===== src/rtl/bcd_time_counter.sv =====
// bcd_time_counter
// ----------------
// BCD time-of-day core. A prescaler divides the clock down to a one-second
// tick. Each accepted tick advances a seconds/minutes/hours chain that is
// stored as 24-hour packed BCD. The hour display is remapped to 12-hour form
// when mode12 is set. One-cycle set pulses step the minutes and the hours.
// A minute-resolution alarm comparator is included.
//
// Ports
//   CLK100MHZ  in  1  clock, all state changes on the rising edge
//   Reset      in  1  synchronous active-high reset
//   run        in  1  1 = prescaler counts, 0 = prescaler holds (no ticks)
//   mode12     in  1  1 = 12-hour display, 0 = 24-hour display
//   MButton    in  1  one-cycle pulse: minutes +1 (no hour carry), clears
//                     the seconds and the prescaler
//   HButton    in  1  one-cycle pulse: hours +1
//   alarm_en   in  1  alarm comparator enable
//   alarm_hrs  in  8  alarm hour, packed BCD, 24-hour form
//   alarm_mins in  8  alarm minute, packed BCD
//   secs_t/secs_u/mins_t/mins_u/hrs_t/hrs_u  out 4  display digits
//   pm         out 1  stored hour is 12..23
//   sec_tick   out 1  one-cycle pulse per accepted second tick
//   alarm_hit  out 1  one-cycle pulse when a tick reaches the alarm time
module bcd_time_counter #(
  parameter int TICKS_PER_SEC = 100000000,
  parameter int CNT_W         = 27
) (
  input  logic       CLK100MHZ,
  input  logic       Reset,
  input  logic       run,
  input  logic       mode12,
  input  logic       MButton,
  input  logic       HButton,
  input  logic       alarm_en,
  input  logic [7:0] alarm_hrs,
  input  logic [7:0] alarm_mins,
  output logic [3:0] secs_t,
  output logic [3:0] secs_u,
  output logic [3:0] mins_t,
  output logic [3:0] mins_u,
  output logic [3:0] hrs_t,
  output logic [3:0] hrs_u,
  output logic       pm,
  output logic       sec_tick,
  output logic       alarm_hit
);

  localparam logic [CNT_W-1:0] CNT_LAST = CNT_W'(TICKS_PER_SEC - 1);
  localparam logic [CNT_W-1:0] CNT_ONE  = CNT_W'(1);

  // Packed BCD increment with wrap to 00 after the value 'last'.
  function automatic logic [7:0] bcd_inc(input logic [7:0] v, input logic [7:0] last);
    logic [7:0] r;
    if (v == last) begin
      r = 8'h00;
    end else if (v[3:0] == 4'd9) begin
      r = {v[7:4] + 4'd1, 4'd0};
    end else begin
      r = {v[7:4], v[3:0] + 4'd1};
    end
    return r;
  endfunction

  logic [CNT_W-1:0] count_reg, count_next;
  logic [7:0]       secs_reg, secs_next;
  logic [7:0]       mins_reg, mins_next;
  logic [7:0]       hrs_reg, hrs_next;
  logic             sec_tick_reg, alarm_hit_reg;

  logic tick;
  logic accept;
  logic secs_wrap, mins_wrap;
  logic alarm_match;

  always_comb begin
    tick      = run && (count_reg == CNT_LAST);
    // A tick that coincides with either set pulse is dropped.
    accept    = tick && !MButton && !HButton;
    secs_wrap = (secs_reg == 8'h59);
    mins_wrap = (mins_reg == 8'h59);

    count_next = count_reg;
    if (MButton) begin
      count_next = '0;
    end else if (run) begin
      count_next = tick ? '0 : count_reg + CNT_ONE;
    end

    secs_next = secs_reg;
    mins_next = mins_reg;
    hrs_next  = hrs_reg;

    if (MButton) begin
      secs_next = 8'h00;
      mins_next = bcd_inc(mins_reg, 8'h59);
    end else if (accept) begin
      secs_next = bcd_inc(secs_reg, 8'h59);
      if (secs_wrap) begin
        mins_next = bcd_inc(mins_reg, 8'h59);
      end
    end

    if (HButton || (accept && secs_wrap && mins_wrap)) begin
      hrs_next = bcd_inc(hrs_reg, 8'h23);
    end

    // Compared against the post-tick time so the pulse lines up with sec_tick.
    // Set edits never qualify because accept excludes them; illegal alarm
    // values can never equal the always-legal stored time.
    alarm_match = accept && alarm_en &&
                  ({hrs_next, mins_next, secs_next} == {alarm_hrs, alarm_mins, 8'h00});
  end

  always_ff @(posedge CLK100MHZ) begin
    if (Reset) begin
      count_reg     <= '0;
      secs_reg      <= 8'h00;
      mins_reg      <= 8'h00;
      hrs_reg       <= 8'h00;
      sec_tick_reg  <= 1'b0;
      alarm_hit_reg <= 1'b0;
    end else begin
      count_reg     <= count_next;
      secs_reg      <= secs_next;
      mins_reg      <= mins_next;
      hrs_reg       <= hrs_next;
      sec_tick_reg  <= accept;
      alarm_hit_reg <= alarm_match;
    end
  end

  // Display mapping: purely combinational from the stored 24-hour value.
  logic [4:0] hr_bin;
  logic [4:0] hr12;
  logic [4:0] hr12_less10;

  always_comb begin
    hr_bin = ({1'b0, hrs_reg[7:4]} * 5'd10) + {1'b0, hrs_reg[3:0]};
    pm     = (hr_bin >= 5'd12);

    if (hr_bin == 5'd0) begin
      hr12 = 5'd12;
    end else if (hr_bin > 5'd12) begin
      hr12 = hr_bin - 5'd12;
    end else begin
      hr12 = hr_bin;
    end
    hr12_less10 = hr12 - 5'd10;

    if (mode12) begin
      if (hr12 >= 5'd10) begin
        hrs_t = 4'd1;
        hrs_u = hr12_less10[3:0];
      end else begin
        hrs_t = 4'd0;
        hrs_u = hr12[3:0];
      end
    end else begin
      hrs_t = hrs_reg[7:4];
      hrs_u = hrs_reg[3:0];
    end
  end

  assign secs_t    = secs_reg[7:4];
  assign secs_u    = secs_reg[3:0];
  assign mins_t    = mins_reg[7:4];
  assign mins_u    = mins_reg[3:0];
  assign sec_tick  = sec_tick_reg;
  assign alarm_hit = alarm_hit_reg;

endmodule


===== config.mk =====
export PLATFORM = sky130hd
export DESIGN_NAME = bcd_time_counter
export DESIGN_NICKNAME = d
export VERILOG_FILES = /design/src/rtl/bcd_time_counter.sv
export SDC_FILE = /design/constraint.sdc
export NUM_CORES = 1
export LEC_CHECK = 0
export ABC_AREA = 1
export CAP_MARGIN = 10
export CORE_MARGIN = 10
export CORE_UTILIZATION = 52
export CTS_BUF_LIST = sky130_fd_sc_hd__clkbuf_4 sky130_fd_sc_hd__clkbuf_8
export DETAILED_ROUTE_END_ITERATION = 10
export HOLD_SLACK_MARGIN = 0.02
export PLACE_DENSITY_LB_ADDON = 0.12
export SYNTH_ARGS = -nofsm -noshare
export SYNTH_HDL_FRONTEND = slang
export SYNTH_SLANG_ARGS = --single-unit
export TNS_END_PERCENT = 30

===== constraint.sdc =====
create_clock -name CLK100MHZ -period 3.6 [get_ports CLK100MHZ]
set_input_delay 0.36 -clock CLK100MHZ [delete_from_list [all_inputs] [get_ports CLK100MHZ]]
set_output_delay 0.36 -clock CLK100MHZ [all_outputs]
set_load 0.1 [all_outputs]

==> out/metrics.yaml, run 1 <==
synth-seq-cells: 53
p_per_area_mw_per_mm2: 305
fmax_mhz: 284
synth.avg_cell_area_um2: 6.23
gp_congestion: 0.878
htreeDepth: 2
numPortBuffers: 49
grt_remaining_overflow: 0
wire_per_inst_um: 13.3
critPathBufInv: 2
drc: 0
netlist_area_mm2: 0.00394
placed_area_mm2: 0.00455
clockRootBuffer: "clkbuf_8"
layout-drive-gt1-share: 0.114
cts_hold_buf: 0
grt_pass1_wl_um: 17500
worstPathCellList: "ha_4, fa_2, ha_2, inv_1, nor3_1, nand2_1, nand2_2, nand2_2, nand2_2, nor2_2, ha_2, nand2_1, nand2_2, nand2_2, nand2_2, o21ai_1, buf_12"
synth_edf_count: 0
worst_pin_slew_ns: 0.980
async_flop_share: 0
post-place-ws_ns: 0.177
design.core.area_mm2: 0.00729
fin_crit_sh: 0.977
slowest_stage: "fa_2"
worst_path_most_repeated_cell: "nand2_2"
clk_latency_ns: 0.32
maxCapViolCount: 0
final_antenna_net_count: 0
final_net_count: 730
layout_common_cells: "nand2_1 (139), nor2_1 (89), inv_1 (85), nand3_1 (65), dfxtp_1 (51)"
status: "complete, no violations"
syn_nets: 676
die_w_um: 107
vias: 4178
cp.required_ns: 3.24
cts_tree: "done"
ys_warn_count: 0
path_max_fanout: 6
initial_core_util: 0.540
crit_type: "reg -> out"
clkSinkCount: 53
antenna_cells: 0
cts.clk_slew.worst_paths_ns: 0.10
max_stage_delay_ns: 0.61
synth_cell_types: 38
largest_reg_flops: 27
path_delay_family: "adder cells"
cts_buffer_depth: 2
fin_ws_ns: 0.0845
num_rows: 31
drtIter0Drc: 330
hpwl_um: 7740
grt_usage: 0.178
ys_seq_area_frac: 0.269
leakage_nw: 2.01
area_growth_pct: 21.1
avgViaCountPerCell: 5.32
postSynthCellCount: 632
antenna_found_initial: 0
wl_um: 10400
final_max_slew_viol_count: 0
start_kind: "flip-flop"
grt_max_degree: 25
ir_drop_uv: 195
dr.pass1.iters: 5
skew_ns: 0.0128
final_common_cell: "nand2_1"
crit_path_end_kind: "primary output"
slew_headroom: 0.344
synthFlopType: "dfxtp_1"
finalHoldViolations: 0
cts_buffers: 5
hold_path.class: "reg -> reg"
dieArea_mm2: 0.0115
postLayoutCellArea_mm2: 0.00477
grt_pass1_vias: 3861
ioPinCount: 50
setup_violations: 0
cp.arrival_ns: 3.16
dieHeight_um: 107
min_period_ns: 3.52
## worst paths after layout
path / startpoint / end / slack [ns] / cells after the start
max: hrs_reg[4] / hrs_t[0] / 0.08 / 17
min: count_reg[7] / count_reg[7] / 0.50 / 2
max reg2reg: count_reg[0] / alarm_hit / 0.93 / 14
min reg2reg: count_reg[7] / count_reg[7] / 0.50 / 2
## metal layers
layer / routed length (um) / GRT usage / share of wire
met1: 4660 / 0.224 / 0.45
met2: 4940 / 0.296 / 0.47
met5: 0 / 0 / 0
met3: 648 / 0.0353 / 0.062
met4: 199 / 0.0571 / 0.019
## cells by family (layout without fill, tap and decap cells)
group,Yosys count,count (layout),share of synthesized area
and+or+nand+nor,368,368,0.421
buffers and inverters,103,158,0.103
AOI/OAI and AO/OA,72,72,0.105
DFF,53,53,0.269
adders and majority gates,21,21,0.0686
xor gates and xnor gates,15,15,0.0334
## power by group
group	switching (mW)	total [mW]	internal [mW]	leakage (nW)
Sequential	0.0207	0.616	0.596	0.431
Clock	0.213	0.348	0.135	0.0439
Combinational	0.315	0.489	0.174	1.53
Total	0.549	1.45	0.905	2.01
## tightest hold or removal path, stage by stage, from the launching register on
cell and delay [ns]:
dfxtp_1 0.34, inv_1 0.07, a21oi_1 0.06
## area by class of cell
class / count / area, um2
Sequential cell: 53 / 1070
Clock buffer: 5 / 68.8
Tap cell: 99 / 124
Inverter: 92 / 345
Fill cell: 720 / 2520
Timing Repair Buffer: 58 / 588
Clock inverter: 3 / 17.5
Multi-Input combinational cell: 476 / 2560
## Yosys cell counts, types with 4 or more instances
cell      count  area share
nand3b_1      7       0.013
dfxtp_1      53        0.27
nand3_1      65       0.083
nor2_1       90       0.086
clkbuf_1      9      0.0086
nor4_1        7       0.011
nand4_1       7       0.011
o21ai_0      28       0.036
nor2_2        4      0.0064
inv_1        85       0.081
or2_2         6      0.0095
o211ai_1      6       0.011
xnor2_1       5       0.011
ha_1         20       0.064
a21oi_1      23       0.029
clkinv_1      4      0.0038
xor2_1       10       0.022
nor3_1       18       0.023
nand2_1     148        0.14
nand2_2       7       0.011
## stage by stage
stage	TNS [ns]	instances	total power [mW]	hold slack [ns]	utilization
after CTS	0	781	1.43	0.503	0.638
after detailed placement	0	772	1.07	0.484	0.624
after global placement	0	772	1.06	0.473	0.624
after floorplan	-0.150	632	0.938	0.455	-
after global routing	-0.345	786	1.52	0.541	0.654
final	0	786	1.45	0.499	0.654
## timing repair
item | in CTS | in global routing
setup endpoints to repair | 3 | 4
setup buffers | 1 | 5
cloned | 0 | 0
resized for setup | 6 | 21
pin swaps | 1 | 7
No activity file was read; power rests on OpenSTA's default activity.
==> inputs of run 2 (changes only) <==
==> constraint.sdc (replaced) <==
create_clock -name CLK100MHZ -period 4.4 [get_ports CLK100MHZ]
set_input_delay 0.44 -clock CLK100MHZ [delete_from_list [all_inputs] [get_ports CLK100MHZ]]
set_output_delay 0.44 -clock CLK100MHZ [all_outputs]
set_load 0.1 [all_outputs]
==> run 2 against run 1 <==
  * Sequential share of layout area grew 0.55 points
  * Critical path depth rose by 3
  * Register-to-register slack gained 0.82 ns
  * Die area stayed put
  * Sequential power is 18% lower
  * Highest routed layer unchanged
==> out/metrics.yaml, run 2 (synthesized netlist as in run 1, its figures left out) <==
status: "complete, no violations"
drtIter0Drc: 235
instances_no_fill: 780
antenna_cells: 0
cts_buffer_depth: 2
layout_common_cells: "nand2_1 (148), nor2_1 (90), inv_1 (85), nand3_1 (65), dfxtp_1 (53)"
grt_pass1_vias: 3723
fin_crit_sh: 0.897
fin_ws_ns: 0.451
leakage_nw: 1.98
critPathBufInv: 3
cts_hold_buf: 0
cts-resized-gates: 0
vias: 4062
dieArea_mm2: 0.0115
worst_path_most_repeated_cell: "nand2_1"
slowest_stage: "dfxtp_1"
dieHeight_um: 107
post-place-ws_ns: 0.830
max_stage_delay_ns: 0.45
tns_ns: 0
final_net_count: 724
avgViaCountPerCell: 5.21
ioPinCount: 50
min_period_ns: 3.95
hold_path.class: "reg -> reg"
crit_path_end_kind: "primary output"
wl_um: 9710
p_per_area_mw_per_mm2: 257
design.core.area_mm2: 0.00729
wire_per_inst_um: 12.4
num_rows: 31
slew_headroom: 0.336
cts_buffers: 5
post-cts-setup-buffers: 0
clk_latency_ns: 0.31
setup_violations: 0
numPortBuffers: 49
layout-drive-gt1-share: 0.0705
gp_congestion: 0.888
maxCapViolCount: 0
final_common_cell: "nand2_1"
htreeDepth: 2
largest_reg_flops: 27
skew_ns: 0.00979
worst_pin_slew_ns: 0.992
final_antenna_net_count: 0
cp.required_ns: 3.96
clkSinkCount: 53
finalHoldViolations: 0
dr.pass1.iters: 5
start_kind: "flip-flop"
antenna_found_initial: 0
timing.hold.ws_ns: 0.497
grt_remaining_overflow: 0
hpwl_um: 7550
grt_pass1_wl_um: 16800
grt_usage: 0.171
clockRootBuffer: "clkbuf_8"
cp.arrival_ns: 3.51
path_max_fanout: 6
fmax_mhz: 253
total_power_mw: 1.19
initial_core_util: 0.540
final_max_slew_viol_count: 0
worstPathCellList: "ha_1, ha_1, xnor2_1, inv_1, ha_1, inv_1, nor3_1, nand2_1, nand2_1, nand2_1, nand2_1, nor2_1, ha_1, nand2_1, nand2_1, nand2_1, nand2_1, nand2_1, o21ai_1, buf_4"
place_inst: 772
drc: 0
path_delay_family: "adder cells"
ir_drop_uv: 157
grt_max_degree: 26
rsz0062_at_grt: "no"
area_growth_pct: 17.4
die_w_um: 107
cts.clk_slew.worst_paths_ns: 0.10
crit_type: "reg -> out"
cts_tree: "done"
-- run 2: layout make-up --
| class | count | area, um2 |
|---|---|---|
| Sequential cell | 53 | 1060 |
| Timing Repair Buffer | 52 | 500 |
| Tap cell | 99 | 124 |
| Inverter | 92 | 345 |
| Fill cell | 723 | 2670 |
| Clock buffer | 7 | 90.1 |
| Multi-Input combinational cell | 476 | 2470 |
| Clock inverter | 1 | 30.0 |
-- run 2: per-layer routing --
layer / up-vias / global-route usage / share of wire
met5: - / 0 / 0
li1: 2134 / - / -
met3: 7 / 0.0347 / 0.049
met2: 96 / 0.285 / 0.46
met1: 1825 / 0.218 / 0.48
met4: 0 / 0.0464 / 0.0071
-- run 2: per-stage QoR --
step	instance area, um2	utilization
floorplan	3940	-
global placement	4500	0.618
detailed placement	4500	0.618
CTS	4620	0.634
global route	4620	0.634
finish	4620	0.634
-- run 2: final timing paths --
check	start	end	slack, ns	cells past startpoint
worst max register to register	secs_reg[0]	alarm_hit	1.75	15
worst max-delay path	hrs_reg[4]	hrs_u[1]	0.45	20
worst min-delay path	count_reg[16]	count_reg[16]	0.50	1
worst min register to register	count_reg[16]	count_reg[16]	0.50	1
-- run 2: report_power, final --
part           internal [mW]  total [mW]  switching (mW)
registers              0.488       0.503          0.0156
logic                 0.0977       0.334           0.236
clock network          0.192       0.352           0.160
total                  0.777        1.19           0.411
